`src/rtl/pic_uart_loader_if.sv`:
```
// Program-memory write port between the UART boot loader and the PIC16F54 core.
interface pic_uart_loader_if #(
    parameter int unsigned ADDR_W = 9,
    parameter int unsigned WORD_W = 12
);
    logic              pm_we;
    logic [ADDR_W-1:0] pm_addr;
    logic [WORD_W-1:0] pm_wdata;

    modport master (output pm_we, output pm_addr, output pm_wdata);
    modport slave  (input  pm_we, input  pm_addr, input  pm_wdata);
endinterface

```
`src/rtl/pic_uart_loader.sv`:
```
// UART boot loader for the PIC16F54 core: receives a framed image
// (A5, CNT_LO, CNT_HI, CNT x {LO, HI}, CSUM), writes 12-bit words into program
// memory and holds the core in reset until a frame completes with a good checksum.
// Optional feature macro: LOADER_BOOT_HOLD_EN (cpu_rst resets high and stays high
// until the first good load; otherwise cpu_rst resets low).
module pic_uart_loader #(
    parameter int unsigned CLK_HZ = 100000000,
    parameter int unsigned BAUD   = 115200,
    parameter int unsigned ADDR_W = 9,
    parameter int unsigned WORD_W = 12
) (
    input  logic                      clk,
    input  logic                      rst,
    input  logic                      uart_rx,
    pic_uart_loader_if.master         pm,
    output logic                      cpu_rst,
    output logic                      busy,
    output logic                      done,
    output logic                      err
);

    localparam int unsigned DIV   = CLK_HZ / BAUD;
    localparam int unsigned HALF  = DIV / 2;
    localparam int unsigned CNT_W = $clog2(DIV + 1);

`ifdef LOADER_BOOT_HOLD_EN
    localparam logic CPU_RST_INIT = 1'b1;
`else
    localparam logic CPU_RST_INIT = 1'b0;
`endif

    // ------------------------------------------------------------------
    // UART receiver
    // ------------------------------------------------------------------
    typedef enum logic [1:0] {RxIdle, RxStart, RxData, RxStop} rx_state_e;

    logic             rx_meta_q, rx_sync_q, rx_prev_q;
    rx_state_e        rx_state_q, rx_state_d;
    logic [CNT_W-1:0] baud_cnt_q, baud_cnt_d;
    logic [2:0]       bit_idx_q, bit_idx_d;
    logic [7:0]       shift_q, shift_d;
    logic             rx_valid_q, rx_valid_d;
    logic             rx_ferr_q, rx_ferr_d;

    // Two-flop synchronizer plus one delayed copy for falling-edge detection.
    always_ff @(posedge clk or posedge rst) begin
        if (rst) begin
            rx_meta_q <= 1'b1;
            rx_sync_q <= 1'b1;
            rx_prev_q <= 1'b1;
        end else begin
            rx_meta_q <= uart_rx;
            rx_sync_q <= rx_meta_q;
            rx_prev_q <= rx_sync_q;
        end
    end

    // Receiver state register.
    always_ff @(posedge clk or posedge rst) begin
        if (rst) begin
            rx_state_q <= RxIdle;
            baud_cnt_q <= '0;
            bit_idx_q  <= '0;
            shift_q    <= '0;
            rx_valid_q <= 1'b0;
            rx_ferr_q  <= 1'b0;
        end else begin
            rx_state_q <= rx_state_d;
            baud_cnt_q <= baud_cnt_d;
            bit_idx_q  <= bit_idx_d;
            shift_q    <= shift_d;
            rx_valid_q <= rx_valid_d;
            rx_ferr_q  <= rx_ferr_d;
        end
    end

    // Receiver next state: half-bit start check, then mid-bit samples DIV apart.
    always_comb begin
        rx_state_d = rx_state_q;
        baud_cnt_d = baud_cnt_q;
        bit_idx_d  = bit_idx_q;
        shift_d    = shift_q;
        rx_valid_d = 1'b0;
        rx_ferr_d  = 1'b0;
        unique case (rx_state_q)
            RxIdle: begin
                if (rx_prev_q && !rx_sync_q) begin
                    baud_cnt_d = CNT_W'(HALF - 1);
                    rx_state_d = RxStart;
                end
            end
            RxStart: begin
                if (baud_cnt_q == '0) begin
                    if (rx_sync_q) begin
                        rx_state_d = RxIdle;  // glitch
                    end else begin
                        baud_cnt_d = CNT_W'(DIV - 1);
                        bit_idx_d  = '0;
                        rx_state_d = RxData;
                    end
                end else begin
                    baud_cnt_d = baud_cnt_q - 1'b1;
                end
            end
            RxData: begin
                if (baud_cnt_q == '0) begin
                    shift_d    = {rx_sync_q, shift_q[7:1]};
                    baud_cnt_d = CNT_W'(DIV - 1);
                    if (bit_idx_q == 3'd7) begin
                        rx_state_d = RxStop;
                    end else begin
                        bit_idx_d = bit_idx_q + 1'b1;
                    end
                end else begin
                    baud_cnt_d = baud_cnt_q - 1'b1;
                end
            end
            RxStop: begin
                if (baud_cnt_q == '0) begin
                    rx_valid_d = rx_sync_q;
                    rx_ferr_d  = !rx_sync_q;
                    rx_state_d = RxIdle;
                end else begin
                    baud_cnt_d = baud_cnt_q - 1'b1;
                end
            end
            default: rx_state_d = RxIdle;
        endcase
    end

    // ------------------------------------------------------------------
    // Frame parser / loader
    // ------------------------------------------------------------------
    typedef enum logic [2:0] {
        StIdle, StCntLo, StCntHi, StDatLo, StDatHi, StCsum, StDone, StErr
    } ld_state_e;

    ld_state_e         state_q, state_d;
    logic [7:0]        cnt_lo_q, cnt_lo_d;
    logic [9:0]        remain_q, remain_d;
    logic [7:0]        lo_q, lo_d;
    logic [7:0]        sum_q, sum_d;
    logic              we_q, we_d;
    logic [ADDR_W-1:0] addr_q, addr_d;
    logic [WORD_W-1:0] wdata_q, wdata_d;
    logic              cpu_rst_q, cpu_rst_d;
    logic              busy_q, busy_d;
    logic              done_q, done_d;
    logic              err_q, err_d;
    logic              go_err;
    logic [9:0]        cnt_full;

    assign cnt_full = {shift_q[1:0], cnt_lo_q};

    // Loader state register.
    always_ff @(posedge clk or posedge rst) begin
        if (rst) begin
            state_q   <= StIdle;
            cnt_lo_q  <= '0;
            remain_q  <= '0;
            lo_q      <= '0;
            sum_q     <= '0;
            we_q      <= 1'b0;
            addr_q    <= '0;
            wdata_q   <= '0;
            cpu_rst_q <= CPU_RST_INIT;
            busy_q    <= 1'b0;
            done_q    <= 1'b0;
            err_q     <= 1'b0;
        end else begin
            state_q   <= state_d;
            cnt_lo_q  <= cnt_lo_d;
            remain_q  <= remain_d;
            lo_q      <= lo_d;
            sum_q     <= sum_d;
            we_q      <= we_d;
            addr_q    <= addr_d;
            wdata_q   <= wdata_d;
            cpu_rst_q <= cpu_rst_d;
            busy_q    <= busy_d;
            done_q    <= done_d;
            err_q     <= err_d;
        end
    end

    // Loader next state: one step per received byte, abort on any violation.
    always_comb begin
        state_d   = state_q;
        cnt_lo_d  = cnt_lo_q;
        remain_d  = remain_q;
        lo_d      = lo_q;
        sum_d     = sum_q;
        we_d      = 1'b0;
        addr_d    = we_q ? addr_q + 1'b1 : addr_q;  // advance after each strobe
        wdata_d   = wdata_q;
        cpu_rst_d = cpu_rst_q;
        busy_d    = busy_q;
        done_d    = done_q;
        err_d     = err_q;
        go_err    = 1'b0;

        if (rx_ferr_q) begin
            go_err = !(state_q inside {StIdle, StDone, StErr});
        end else if (rx_valid_q) begin
            unique case (state_q)
                StIdle, StDone, StErr: begin
                    if (shift_q == 8'hA5) begin
                        state_d   = StCntLo;
                        busy_d    = 1'b1;
                        done_d    = 1'b0;
                        err_d     = 1'b0;
                        cpu_rst_d = 1'b1;
                        sum_d     = '0;
                        addr_d    = '0;
                    end
                end
                StCntLo: begin
                    cnt_lo_d = shift_q;
                    sum_d    = sum_q + shift_q;
                    state_d  = StCntHi;
                end
                StCntHi: begin
                    sum_d = sum_q + shift_q;
                    if (shift_q[7:2] != '0 || cnt_full == '0 || cnt_full > 10'd512) begin
                        go_err = 1'b1;
                    end else begin
                        remain_d = cnt_full;
                        state_d  = StDatLo;
                    end
                end
                StDatLo: begin
                    lo_d    = shift_q;
                    sum_d   = sum_q + shift_q;
                    state_d = StDatHi;
                end
                StDatHi: begin
                    if (shift_q[7:4] != '0) begin
                        go_err = 1'b1;
                    end else begin
                        we_d     = 1'b1;
                        wdata_d  = WORD_W'({shift_q[3:0], lo_q});
                        sum_d    = sum_q + shift_q;
                        remain_d = remain_q - 1'b1;
                        state_d  = (remain_q == 10'd1) ? StCsum : StDatLo;
                    end
                end
                StCsum: begin
                    if (shift_q == sum_q) begin
                        state_d   = StDone;
                        done_d    = 1'b1;
                        busy_d    = 1'b0;
                        cpu_rst_d = 1'b0;
                    end else begin
                        go_err = 1'b1;
                    end
                end
                default: state_d = StIdle;
            endcase
        end

        if (go_err) begin
            state_d   = StErr;
            err_d     = 1'b1;
            busy_d    = 1'b0;
            done_d    = 1'b0;
            cpu_rst_d = 1'b1;
        end
    end

    assign pm.pm_we    = we_q;
    assign pm.pm_addr  = addr_q;
    assign pm.pm_wdata = wdata_q;
    assign cpu_rst     = cpu_rst_q;
    assign busy        = busy_q;
    assign done        = done_q;
    assign err         = err_q;

endmodule
```
`src/flat_wrapper.sv`:
```
// flat-port wrapper written by rule: the top's interface ports become plain ports
module pic_uart_loader_flat 
#(
    parameter int unsigned CLK_HZ = 100000000,
    parameter int unsigned BAUD   = 115200,
    parameter int unsigned ADDR_W = 9,
    parameter int unsigned WORD_W = 12
)
  (clk, rst, uart_rx, cpu_rst, busy, done, err, pm_pm_we, pm_pm_addr, pm_pm_wdata);
  pic_uart_loader_if #(.ADDR_W(ADDR_W), .WORD_W(WORD_W)) pm_i ();
  input  logic clk;
  input  logic rst;
  input  logic uart_rx;
  output logic cpu_rst;
  output logic busy;
  output logic done;
  output logic err;
  output wire logic [$bits(pm_i.pm_we)-1:0] pm_pm_we;
  output wire logic [$bits(pm_i.pm_addr)-1:0] pm_pm_addr;
  output wire logic [$bits(pm_i.pm_wdata)-1:0] pm_pm_wdata;
  assign pm_pm_we = pm_i.pm_we;
  assign pm_pm_addr = pm_i.pm_addr;
  assign pm_pm_wdata = pm_i.pm_wdata;
  pic_uart_loader #(.CLK_HZ(CLK_HZ), .BAUD(BAUD), .ADDR_W(ADDR_W), .WORD_W(WORD_W)) u_core (.clk(clk), .rst(rst), .uart_rx(uart_rx), .pm(pm_i), .cpu_rst(cpu_rst), .busy(busy), .done(done), .err(err));
endmodule
```
`config.mk`:
```
export PLATFORM = sky130hd
export DESIGN_NAME = pic_uart_loader_flat
export DESIGN_NICKNAME = d
export VERILOG_FILES = /design/src/rtl/pic_uart_loader_if.sv /design/src/rtl/pic_uart_loader.sv /design/src/flat_wrapper.sv
export SDC_FILE = /design/constraint.sdc
export NUM_CORES = 1
export LEC_CHECK = 0
export CAP_MARGIN = 20
export CORE_MARGIN = 4
export CORE_UTILIZATION = 64
export CTS_BUF_LIST = sky130_fd_sc_hd__clkbuf_8 sky130_fd_sc_hd__clkbuf_16
export CTS_CLUSTER_DIAMETER = 100
export DETAILED_ROUTE_END_ITERATION = 8
export PLACE_DENSITY = 0.85
export SYNTH_ARGS = -nofsm -noshare
export SYNTH_HDL_FRONTEND = slang
export SYNTH_SLANG_ARGS = --single-unit
```
`constraint.sdc`:
```
create_clock -name clk -period 7.7 [get_ports clk]
set_input_delay 1.155 -clock clk [delete_from_list [all_inputs] [get_ports clk]]
set_output_delay 1.155 -clock clk [all_outputs]
set_load 0.005 [all_outputs]
```
==> results of run 1 <==
==> Yosys cell counts (2+ instances only) <==
cell type,n,area [µm²]
or3_1,3,18.8
o211ai_1,3,22.5
o2bb2ai_1,2,17.5
a21o_1,7,52.6
dfstp_2,3,78.8
a22oi_1,3,22.5
nor3_1,16,80.1
nor4bb_1,2,20.0
nand3_1,7,35.0
buf_6,3,33.8
nand4_1,13,81.3
inv_1,23,86.3
ha_1,17,213
and3_1,6,37.5
mux2i_1,7,70.1
or3b_2,2,17.5
or4_1,3,22.5
o211a_1,2,20.0
nor2b_1,9,56.3
and2_1,2,12.5
o31ai_1,7,52.6
nor3b_1,2,15.0
xor2_1,8,70.1
clkbuf_1,12,45.0
nor4_1,6,37.5
dfrtp_1,88,2200
nand2_1,66,248
o22a_1,9,78.8
a31o_2,2,17.5
o21ai_0,24,120
mux2_2,24,270
o2111ai_1,2,17.5
a21oi_1,26,130
nand2b_1,3,18.8
xnor2_1,6,52.6
nor2_1,45,169
a31oi_1,12,75.1
==> final cells by class <==
class                      count  share of cell area
multi-input combinational    367               0.439
tap                           99              0.0228
clock inverter                 7              0.0225
inverter                      23              0.0161
sequential                    91               0.419
timing repair buffer          32              0.0571
clock buffer                   9              0.0228
==> power by group <==
group / total [mW] / internal (mW) / leakage (nW) / switching [mW]
Combinational: 0.326 / 0.128 / 1.22 / 0.197
Sequential: 0.554 / 0.512 / 1.24 / 0.0419
Clock: 0.393 / 0.218 / 0.116 / 0.175
Total: 1.27 / 0.859 / 2.58 / 0.414
==> cell usage in the layout (no fill, tap or decap), types with 8 or more instances in the layout <==
cell and instances:
dfrtp_1 88, nand2_1 66, nor2_1 45, clkdlybuf4s50_1 28, a21oi_1 26, mux2_2 24
o21ai_0 24, inv_1 22, ha_1 17, nor3_1 16, nand4_1 13, a31oi_1 12
nor2b_1 9, o22a_1 9, clkbuf_8 9, xor2_1 8
==> critical path, cell delays in order, from the launching register on <==
cell	delay, ps
dfrtp_1	570
inv_1	170
or3_1	590
or3_1	700
a31oi_1	290
o31ai_1	90
==> through the flow <==
| step | power, mW | cells | hold WS, ps | worst slack, ps |
|---|---|---|---|---|
| after floorplan | 0.814 | 498 | 345 | 4190 |
| after global placement | 0.861 | 611 | 347 | 4980 |
| after detailed placement | 0.876 | 611 | 353 | 4930 |
| after CTS | 1.27 | 627 | 366 | 5150 |
| after global routing | 1.34 | 628 | 375 | 4980 |
| final | 1.27 | 628 | 363 | 5140 |
==> logic make-up after synthesis <==
kind of cell               Yosys count
buffers and inverters               40
xor gates and xnor gates            14
AOI/OAI and AO/OA                  112
DFF                                 91
adders and majority gates           18
and+or+nand+nor                    191
muxes                               32
==> sequential cells by signal, summed over array words and instances (netlist names), 8 cells and up, named ones only <==
| name | count |
|---|---|
| u_core.pm.pm_addr | 9 |
| u_core.pm.pm_wdata | 12 |
| u_core.baud_cnt_q | 10 |
| u_core.sum_q | 8 |
| u_core.remain_q | 10 |
| u_core.shift_q | 8 |
| u_core.cnt_lo_q | 8 |
| u_core.lo_q | 8 |
==> per-layer routing <==
| metal | track usage | up-vias |
|---|---|---|
| met5 | 0 | - |
| met1 | 0.335 | 1944 |
| met3 | 0.0518 | 24 |
| met4 | 0.0853 | 0 |
| met2 | 0.408 | 116 |
| li1 | - | 1851 |
==> final timing paths <==
check,start,end,slack [ps],depth (start not counted)
max in group asynchronous,rst,u_core.cnt_lo_q[1]$_DFFE_PP0P_,5400,3
min in group asynchronous,rst,u_core.cnt_lo_q[4]$_DFFE_PP0P_,1180,2
worst min-delay path,u_core.rx_meta_q$_DFF_PP1_,u_core.rx_sync_q$_DFF_PP1_,360,0
worst max register to register,u_core.state_q[2]$_DFFE_PP0P_,u_core.remain_q[0]$_DFFE_PP0P_,5140,5
worst min register to register,u_core.rx_meta_q$_DFF_PP1_,u_core.rx_sync_q$_DFF_PP1_,360,0
worst max-delay path,u_core.state_q[2]$_DFFE_PP0P_,u_core.remain_q[0]$_DFFE_PP0P_,5140,5
==> impl_metrics.ini, run 1 <==
[clock_network]
cts_tree = built
numCtsBuffers = 9
ctsHoldBuffers = 0
clock-root-buffer = clkbuf_8
clock_path_buffers = 2
htreeDepth = 3
cts_setup_buffers = 0
clock-sinks = 91
clock_latency_ps = 360
clkTransAtPathRegs_ps = 90
cts_resized = 0

[routing]
vias = 3935
wl_met2_um = 5250
drt_wl_total_um = 10700
drtIter0Drc = 367
wl_per_cell_um = 17.1
dr.max_layer_used = met4
drtPass1Iterations = 4
post-route-drc-count = 0
wl_met3_um = 490
drt-met1-wl_um = 4780
antenna_left = 0
viasPerCell = 6.27

[logic_synthesis]
synth-compound-area-share = 0.153
muxShareOfSynthArea = 0.0734
synthAdderAreaFrac = 0.0481
yosys.area_share.xor_xnor = 0.0253
synth-main-ff-cell = dfrtp_1
avgSynthCellArea_um2 = 9.72
synth-simple-area-share = 0.193
syn-num-nets = 519
synth-edff-count = 0
yosysSeqAreaShare = 0.471
synth_cells = 498
synth_top_family_by_area = simple AND/OR/NAND/NOR gates
yosys_warnings = 0
synth_seq_cells = 91
ys_types = 60
synthArstFlopShare = 1.00
netlist_area_um2 = 4840

[finish]
regArea_um2 = 2280
multi_input_area_um2 = 2390
final_layout_size_suffix_gt1_frac = 0.112
fin_nets = 545
nFillCells = 544
diodes = 0
areaGrowthSynthToFinish_pct = 12.4
post-route-util = 0.746
final_cell_area_um2 = 5440

[setup_path]
arrival_ps = 2780
critPathKind = flop to flop
worstPathRequired_ps = 7920
endpoint_kind = flop
cp_max_fo = 22
crit_path_start_kind = flop

[run]
drv_cap = 0

[floorplan]
start_util = 0.664
ios = 29
core_um2 = 7290
dieWidth_um = 95.0
rows = 31
die-area_um2 = 9020
chipHeight_um = 95.0

[outcome]
outcome = finished, final reports clean

[min_path]
min_path_type = flop to flop

[timing]
worst_pin_slew_ps = 888
drv_slew = 0
rsz0062_at_grt = false
period_minus_slack_ps = 2560
finalClockSkew_ps = 6.19
setup_violations = 0
slew_headroom = 0.403
fin_crit_sh = 0.332
finalSetupTns_ps = 0
hold_viol = 0
clock.fmax_mhz = 391

[global_routing]
antenna_found_initial = 0
grt_max_degree = 56
grt_overflow_total = 0
grt.total_usage = 0.251
grt_pass1_wl_um = 17600
grt_pass1_vias = 3800

[placement]
gp_congestion = 0.893
postPlaceCellArea_um2 = 5180
io_buffers = 28
hpwl_um = 7380

[power]
p_per_area_nw_per_um2 = 234
vdd_ir_drop_max_mv = 0.227
leakage_nw = 2.58
Note: power is estimated with default switching activity, not from simulation.
==> inputs of run 2 (changes only) <==
--- a/config.mk
+++ b/config.mk
@@ -7,11 +7,11 @@
 export LEC_CHECK = 0
 export CAP_MARGIN = 20
 export CORE_MARGIN = 4
-export CORE_UTILIZATION = 64
+export CORE_UTILIZATION = 54
 export CTS_BUF_LIST = sky130_fd_sc_hd__clkbuf_8 sky130_fd_sc_hd__clkbuf_16
 export CTS_CLUSTER_DIAMETER = 100
 export DETAILED_ROUTE_END_ITERATION = 8
-export PLACE_DENSITY = 0.85
+export PLACE_DENSITY = 0.76
 export SYNTH_ARGS = -nofsm -noshare
 export SYNTH_HDL_FRONTEND = slang
 export SYNTH_SLANG_ARGS = --single-unit
==> constraint.sdc (replaced) <==
create_clock -name clk -period 2.1 [get_ports clk]
set_input_delay 0.315 -clock clk [delete_from_list [all_inputs] [get_ports clk]]
set_output_delay 0.315 -clock clk [all_outputs]
set_load 0.005 [all_outputs]
==> run 2 against run 1 <==
  * Register-to-register slack got worse by 5100 ps
  * Critical path depth did not move
  * Critical endpoint is now u_core.state_q[0]$_DFFE_PP0P_
  * Sequential share of layout area is 2.8 points lower
  * Count of clock-buffer cells in the layout unchanged
  * Die area grew 17%
  * Global-route usage fell by 3.2 points
==> impl_metrics.ini, run 2 (synthesized netlist as in run 1, its figures left out) <==
[timing]
hold_viol = 0
clock.fmax_mhz = 490
finalSetupTns_ps = 0
fin_crit_sh = 0.972
finalClockSkew_ps = 14.6
drv_slew = 0
worst_pin_slew_ps = 550
rsz0062_at_grt = true
slew_headroom = 0.631
setup_violations = 0
period_minus_slack_ps = 2040

[global_routing]
grt_pass1_wl_um = 18300
grt_max_degree = 45
grt_overflow_total = 0
grt.total_usage = 0.219
use_met1 = 0.288
top_usage_layer = met2
use_met2 = 0.367
use_met3 = 0.0399
antenna_found_initial = 0
grt_pass1_vias = 3905

[floorplan]
die-area_um2 = 10500
chipHeight_um = 103
core_um2 = 8720
rows = 34
ios = 29
start_util = 0.555
dieWidth_um = 103

[placement]
hpwl_um = 7720
io_buffers = 28
dp.cells = 660
gp_congestion = 0.868

[setup_path]
cp_num_buf_inv = 0
cp.depth = 5
critPathKind = flop to flop
path_delay_family = simple AND/OR/NAND/NOR gates
slowest_stage = or4_4
slowest_delay_ps = 560
r2r_slack_ps = 60
crit_chain = or4_4 > or4_1 > mux2i_1 > o22a_2 > o311ai_1
endpoint_kind = flop
worstPathRequired_ps = 2340
crit_path_start_kind = flop
r2r_cells = 5
arrival_ps = 2280
cp_max_fo = 7

[min_path]
min_path_type = primary input to async pin

[power]
p_comb_frac = 0.293
p_clk_frac = 0.282
p_switching_mw = 1.53
p_per_area_nw_per_um2 = 809
leakage_nw = 2.82
p_sw_frac = 0.325
internal_power_mw = 3.18
seq_power_share = 0.425
vdd_ir_drop_max_mv = 0.685

[finish]
fin_nets = 586
largest_reg_flops = 12
final_cell_mix = dfrtp_1, nand2_1, nor2_1
fin_cells = 678
post-route-util = 0.669
diodes = 0
layout_commonest_cell = dfrtp_1
final_layout_size_suffix_gt1_frac = 0.189
areaGrowthSynthToFinish_pct = 20.5

[clock_network]
cts_tree = built
clock_latency_ps = 360
clock_path_buffers = 2
clock-sinks = 91
htreeDepth = 3
numCtsBuffers = 9
clkTransAtPathRegs_ps = 100
clock-root-buffer = clkbuf_8

[routing]
drtPass1Iterations = 4
drtIter0Drc = 183
vias = 3946
drt_wl_total_um = 10700
wl_per_cell_um = 15.7
antenna_left = 0
viasPerCell = 5.82
post-route-drc-count = 0

[run]
drv_cap = 0

[outcome]
outcome = finished, final reports clean
run 2: cell types whose count changed in the layout (fill, tap and decap cells not counted), moves of 2 or more:
cell,previous run,this run
nor2b_1,9,7
buf_12,0,3
buf_4,3,41
nor4_1,6,4
run 2: layout make-up:
cell class / count / area [µm²]
fillers: 679 / 2890
multi-input cells: 367 / 2440
flip-flops and latches: 91 / 2280
repair buffers: 73 / 659
well taps: 108 / 135
clock buffers: 9 / 124
clock inverters: 7 / 100
inverters: 23 / 90.1
run 2: power by group through the flow:
stage	Sequential, mW	Clock [mW]	Combinational [mW]
floorplan	2.01	0	0.974
global placement	2.03	0	1.31
detailed placement	2.03	0	1.36
CTS	2.00	1.36	1.36
global route	2.03	1.44	1.54
finish	2.01	1.33	1.38
run 2: what timing repair did:
action / 4_1_cts / 5_1_grt
setup endpoints to repair: 8 / 33
gates resized for setup: 1 / 8
hold buffers: 0 / 0
pin swaps: 0 / 2
endpoints found under the hold margin: 0 / 0
setup buffers: 1 / 1
run 2: final timing paths:
kind,startpoint,end
min reg2reg,u_core.rx_meta_q$_DFF_PP1_,u_core.rx_sync_q$_DFF_PP1_
min,rst,u_core.sum_q[7]$_DFFE_PP0P_
max in group asynchronous,rst,u_core.pm.pm_wdata[2]$_DFFE_PP0P_
min in group clk,u_core.rx_meta_q$_DFF_PP1_,u_core.rx_sync_q$_DFF_PP1_
max,u_core.shift_q[5]$_DFFE_PP0P_,u_core.state_q[0]$_DFFE_PP0P_
max reg2reg,u_core.shift_q[5]$_DFFE_PP0P_,u_core.state_q[0]$_DFFE_PP0P_
run 2: metrics by stage:
step	instance area (µm²)	hold WS, ps	power (mW)	worst slack [ps]
2_1_floorplan	4850	319	2.98	-69.3
3_3_place_gp	5540	346	3.34	58.5
3_5_place_dp	5540	349	3.39	-62.7
4_1_cts	5780	274	4.73	0.873
5_1_grt	5830	290	5.01	-146
6_report	5830	279	4.72	57.8
run 2: routing by layer:
layer	share of wire	wire [µm]
met5	0	0
met1	0.46	4950
met3	0.038	409
met4	0.014	154
met2	0.48	5150
==> variant 1 (config.mk and constraints of run 2) <==
`CLK_HZ` is set to 100000000 in 2 places; all go to 50000000.
--- a/src/rtl/pic_uart_loader.sv
+++ b/src/rtl/pic_uart_loader.sv
@@ -4,7 +4,7 @@
 // Optional feature macro: LOADER_BOOT_HOLD_EN (cpu_rst resets high and stays high
 // until the first good load; otherwise cpu_rst resets low).
 module pic_uart_loader #(
-    parameter int unsigned CLK_HZ = 100000000,
+    parameter int unsigned CLK_HZ = 50000000,
     parameter int unsigned BAUD   = 115200,
     parameter int unsigned ADDR_W = 9,
     parameter int unsigned WORD_W = 12
--- a/src/flat_wrapper.sv
+++ b/src/flat_wrapper.sv
@@ -1,7 +1,7 @@
 // flat-port wrapper written by rule: the top's interface ports become plain ports
 module pic_uart_loader_flat 
 #(
-    parameter int unsigned CLK_HZ = 100000000,
+    parameter int unsigned CLK_HZ = 50000000,
     parameter int unsigned BAUD   = 115200,
     parameter int unsigned ADDR_W = 9,
     parameter int unsigned WORD_W = 12
Formal check against the unedited RTL: no difference found for any inputs over 10 cycles, from zero or initial values and one cycle with rst high; that may be too few to reach the edited logic, so the function may still have changed.
==> variant 1 against run 2 <==
The run now ends with negative setup slack left. Global-route usage hardly changed. Design area is 2.7% higher. Worst setup slack worse by 270 ps. Sequential cell count is 1 lower. Total power is 0.48% lower. Area after synthesis is 0.80% lower. Wire length is 3.2% higher. Largest cell class unchanged. Highest routed layer unchanged.
==> variant 1: results (changes against run 2) <==
metric,value,unit,change
grt_start_max_net_pins,57,,+27%
timing.critical_path.from,u_core.sum_q[5]$_DFFE_PP0P_,,
p_leak,2.89,nW,+2.5%
run_status,"complete, but fails checks",,
routed-wl-met2,5370,µm,+4.4%
worst_tran_pin_value,541,ps,-8.57 ps
synth_area_leaders,"dfrtp_1 (45%), mux2_1 (4.5%), mux2_2 (4.5%), ha_1 (4.4%), a21oi_1 (3.2%)",,
critPathMaxFanout,5,,-2
timing.rr.start,u_core.sum_q[5]$_DFFE_PP0P_,,
placement.setup.worst_slack,-259,ps,-196 ps
synth.lib_cells_used.distinct,71,,+18%
overall_global_routing_usage,0.219,,about the same
first_pass_grt_wire_length,18200,µm,-0.83%
grt_pass1_vias,3746,,-4.1%
firstDrtPassIters,6,,+2
layout-drive-gt1-share,0.249,,+0.0591
netlist_top_cells_count,"dfrtp_1 (87), nor2_1 (32), a21oi_1 (31)",,
final.setup.worst_slack,-214,ps,-272 ps
yosysSeqAreaShare,0.470,,-0.00140
cp-end-kind,register,,
syn_nets,479,,-7.7%
drt_wl_total,11000,µm,+3.2%
failed_checks,negative setup slack,,
gpl.final_weighted_congestion,0.878,,+1.2%
vias_per_cell,6.00,,+3.1%
seq_cells_post_synth,90,,-1.1%
setup_violations,7,,+7
critical_path_arrival,2580,ps,+300 ps
count_of_routing_violations_after_the_opening_detailed_route_iteration,228,,+25%
total_die_area,10500,µm²,-0.74%
detail_route.wirelength.met1,4910,µm,-0.83%
dr_wl_met3,516,µm,+26%
hold-worst-slack,342,ps,+63.3 ps
finish.net_count,559,,-4.6%
detailed_place_hpwl,7680,µm,-0.41%
irDropWorstVdd,0.000735,V,+7.3%
fin_setup_tns,-1100,ps,-1100 ps
==> variant 1: final cells by class <==
class	count	area (µm²)
Clock inverter	7	92.6
Fill cell	620	2690
Multi-Input combinational cell	333	2540
Timing Repair Buffer	86	766
Tap cell	108	135
Sequential cell	90	2260
Inverter	18	71.3
Clock buffer	9	124
==> variant 1: kinds of logic after synthesis <==
| logic type | share of synthesized area |
|---|---|
| and+or+nand+nor | 0.166 |
| adders and majority gates | 0.0485 |
| buffers and inverters | 0.0284 |
| muxes | 0.0954 |
| xor gates and xnor gates | 0.0255 |
| AOI/OAI and AO/OA | 0.166 |
| DFF | 0.470 |
==> variant 1: report_power, final <==
part / internal [mW] / leakage [nW] / switching, mW / total (mW)
clock network: 0.586 / 0.110 / 0.717 / 1.30
logic: 0.600 / 1.55 / 0.822 / 1.42
registers: 1.86 / 1.23 / 0.115 / 1.97
total: 3.04 / 2.89 / 1.65 / 4.70
==> variant 1: repair_timing <==
action | CTS | global route
pin swaps | 5 | 4
buffers inserted | 2 | 5
gates resized for setup | 3 | 19
setup endpoints to repair | 7 | 29
==> variant 1: through the flow <==
step / std cells / instance area (µm²)
floorplan: 458 / 4830
global placement: 628 / 5600
detailed placement: 628 / 5600
CTS: 646 / 5840
global route: 651 / 5990
finish: 651 / 5990
==> variant 1: metal layers <==
metal  up-vias  GRT usage
li1       1845          -
met1      1924      0.292
met2       119      0.358
met3        19     0.0444
met4         0     0.0747
met5         -          0
==> variant 1: worst max-delay path, stage by stage (launching register included) <==
cell,delay [ps]
dfrtp_1,430
ha_4,260
or4_4,540
o311a_4,350
a31oi_2,180
a21oi_2,110
a311o_1,330
==> variant 2 (flow settings as in run 2) <==
Without the edit above. Re-encode `rx_state_e` (4 states) as one-hot, 4 bits wide.
--- a/src/rtl/pic_uart_loader.sv
+++ b/src/rtl/pic_uart_loader.sv
@@ -32,7 +32,7 @@
     // ------------------------------------------------------------------
     // UART receiver
     // ------------------------------------------------------------------
-    typedef enum logic [1:0] {RxIdle, RxStart, RxData, RxStop} rx_state_e;
+    typedef enum logic [3:0] {RxIdle = 4'b0001, RxStart = 4'b0010, RxData = 4'b0100, RxStop = 4'b1000} rx_state_e;
 
     logic             rx_meta_q, rx_sync_q, rx_prev_q;
     rx_state_e        rx_state_q, rx_state_d;
Function: no difference found for any inputs over 10 cycles, from zero or initial values and one cycle with rst high; not proved beyond that.
==> variant 2 against run 2 <==
Sequential cell count is 2 higher. Worst setup slack worse by 230 ps. The flow now finishes with violations (negative setup slack). Wire length grew 3.6%. Die area is 3.5% lower. Area after synthesis down 3.7%. Design area up 2.3%.
Power is not compared: it rests on default switching activity, and its combinational part moved more than twofold at a synthesized area within 25%.
==> variant 2: results (changes against run 2) <==
metric,value,unit,change
run_status,"complete, but fails checks",,
failed_checks,negative setup slack,,
n_fill_cell,574,,-15%
instances_no_fill,641,,-5.5%
timing.rr.start,u_core.baud_cnt_q[0]$_DFFE_PP0P_,,
first_pass_grt_wire_length,17500,µm,-4.4%
layout-drive-gt1-share,0.304,,+0.115
detailed_place_hpwl,7150,µm,-7.3%
final.setup.worst_slack,-171,ps,-228 ps
worst_r2r_endpoint,u_core.bit_idx_q[0]$_DFFE_PP0P_,,
detailed_place.area,5460,µm²,-1.5%
yosysSeqAreaShare,0.501,,+0.0294
min-delay-path-class,input pin to register,,
critical_path_arrival,2540,ps,+260 ps
syn_nets,464,,-11%
postSynthCellCount,447,,-10%
setup_violations,15,,+15
finish.net_count,548,,-6.5%
placedCellCount,612,,-7.3%
drt_wl_total,11100,µm,+3.6%
vias_per_cell,5.83,,+0.20%
fin_setup_tns,-1270,ps,-1270 ps
finalClockSkew,8.43,ps,-6.18 ps
count_of_routing_violations_after_the_opening_detailed_route_iteration,188,,+2.7%
gpl.final_weighted_congestion,0.886,,+2.2%
placement.setup.worst_slack,-185,ps,-122 ps
ctsRootBufferMaster,clkbuf_8,,
synth_area_leaders,"dfrtp_1 (48%), mux2_2 (8.2%), nand2_1 (3.5%), ha_1 (3.5%), a21oi_1 (3.4%)",,
worst_r2r_path_depth,7,,+2
## variant 2: layer usage
layer	vias up	GRT usage	share of wire
li1	1771	-	-
met3	19	0.0367	0.033
met1	1871	0.279	0.44
met5	-	0	0
met2	77	0.356	0.51
met4	0	0.0995	0.017
## variant 2: what timing repair did
item                                    4_1_cts  5_1_grt
hold endpoints to repair                      0        0
endpoints found under the setup margin       32       54
setup buffers                                 5        6
pin swaps                                     4       15
resized for setup                            11       37
gates cloned                                  0        2
## variant 2: cells by family (layout without fill, tap and decap cells)
group,Yosys count,after routing,synth area share
AND/OR/NAND/NOR,155,155,0.178
adder cells (fa/ha/maj),14,14,0.0392
multiplexers,37,37,0.0897
AO/OA/AOI/OAI,94,94,0.127
flip-flops,93,93,0.501
buffers and inverters,35,124,0.0293
XOR/XNOR,19,19,0.0357
## variant 2: critical path, cell delays in order, from the launching register on
cell,delay [ps]
dfrtp_1,390
inv_1,100
ha_4,140
or4b_4,450
nand3b_4,170
or4_4,470
nand3b_4,190
mux2_4,260
## variant 2: cell type report
type	count	area (µm²)	share of cell area
clock buffers	10	138	0.0231
repair buffers	92	851	0.143
well taps	105	131	0.0220
inverters	16	63.8	0.0107
multi-input cells	319	2390	0.401
flip-flops and latches	93	2330	0.391
clock inverters	6	55.1	0.00923
## variant 2: power groups by stage
stage          clock network, mW  logic [mW]  registers [mW]
6_report                    1.18       0.455            1.87
5_1_grt                     1.29       0.499            1.88
4_1_cts                     1.21       0.390            1.87
3_5_place_dp                   0       0.364            1.91
3_3_place_gp                   0       0.345            1.90
2_1_floorplan                  0       0.191            1.91
## variant 2: worst min path at each step
stage,from,slack [ps],to,cells past startpoint
2_1_floorplan,uart_rx,320,u_core.rx_meta_q$_DFF_PP1_,0
3_3_place_gp,u_core.rx_meta_q$_DFF_PP1_,350,u_core.rx_sync_q$_DFF_PP1_,0
3_5_place_dp,u_core.rx_meta_q$_DFF_PP1_,350,u_core.rx_sync_q$_DFF_PP1_,0
4_1_cts,uart_rx,340,u_core.rx_meta_q$_DFF_PP1_,1
5_1_grt,uart_rx,350,u_core.rx_meta_q$_DFF_PP1_,1
6_report,uart_rx,350,u_core.rx_meta_q$_DFF_PP1_,1
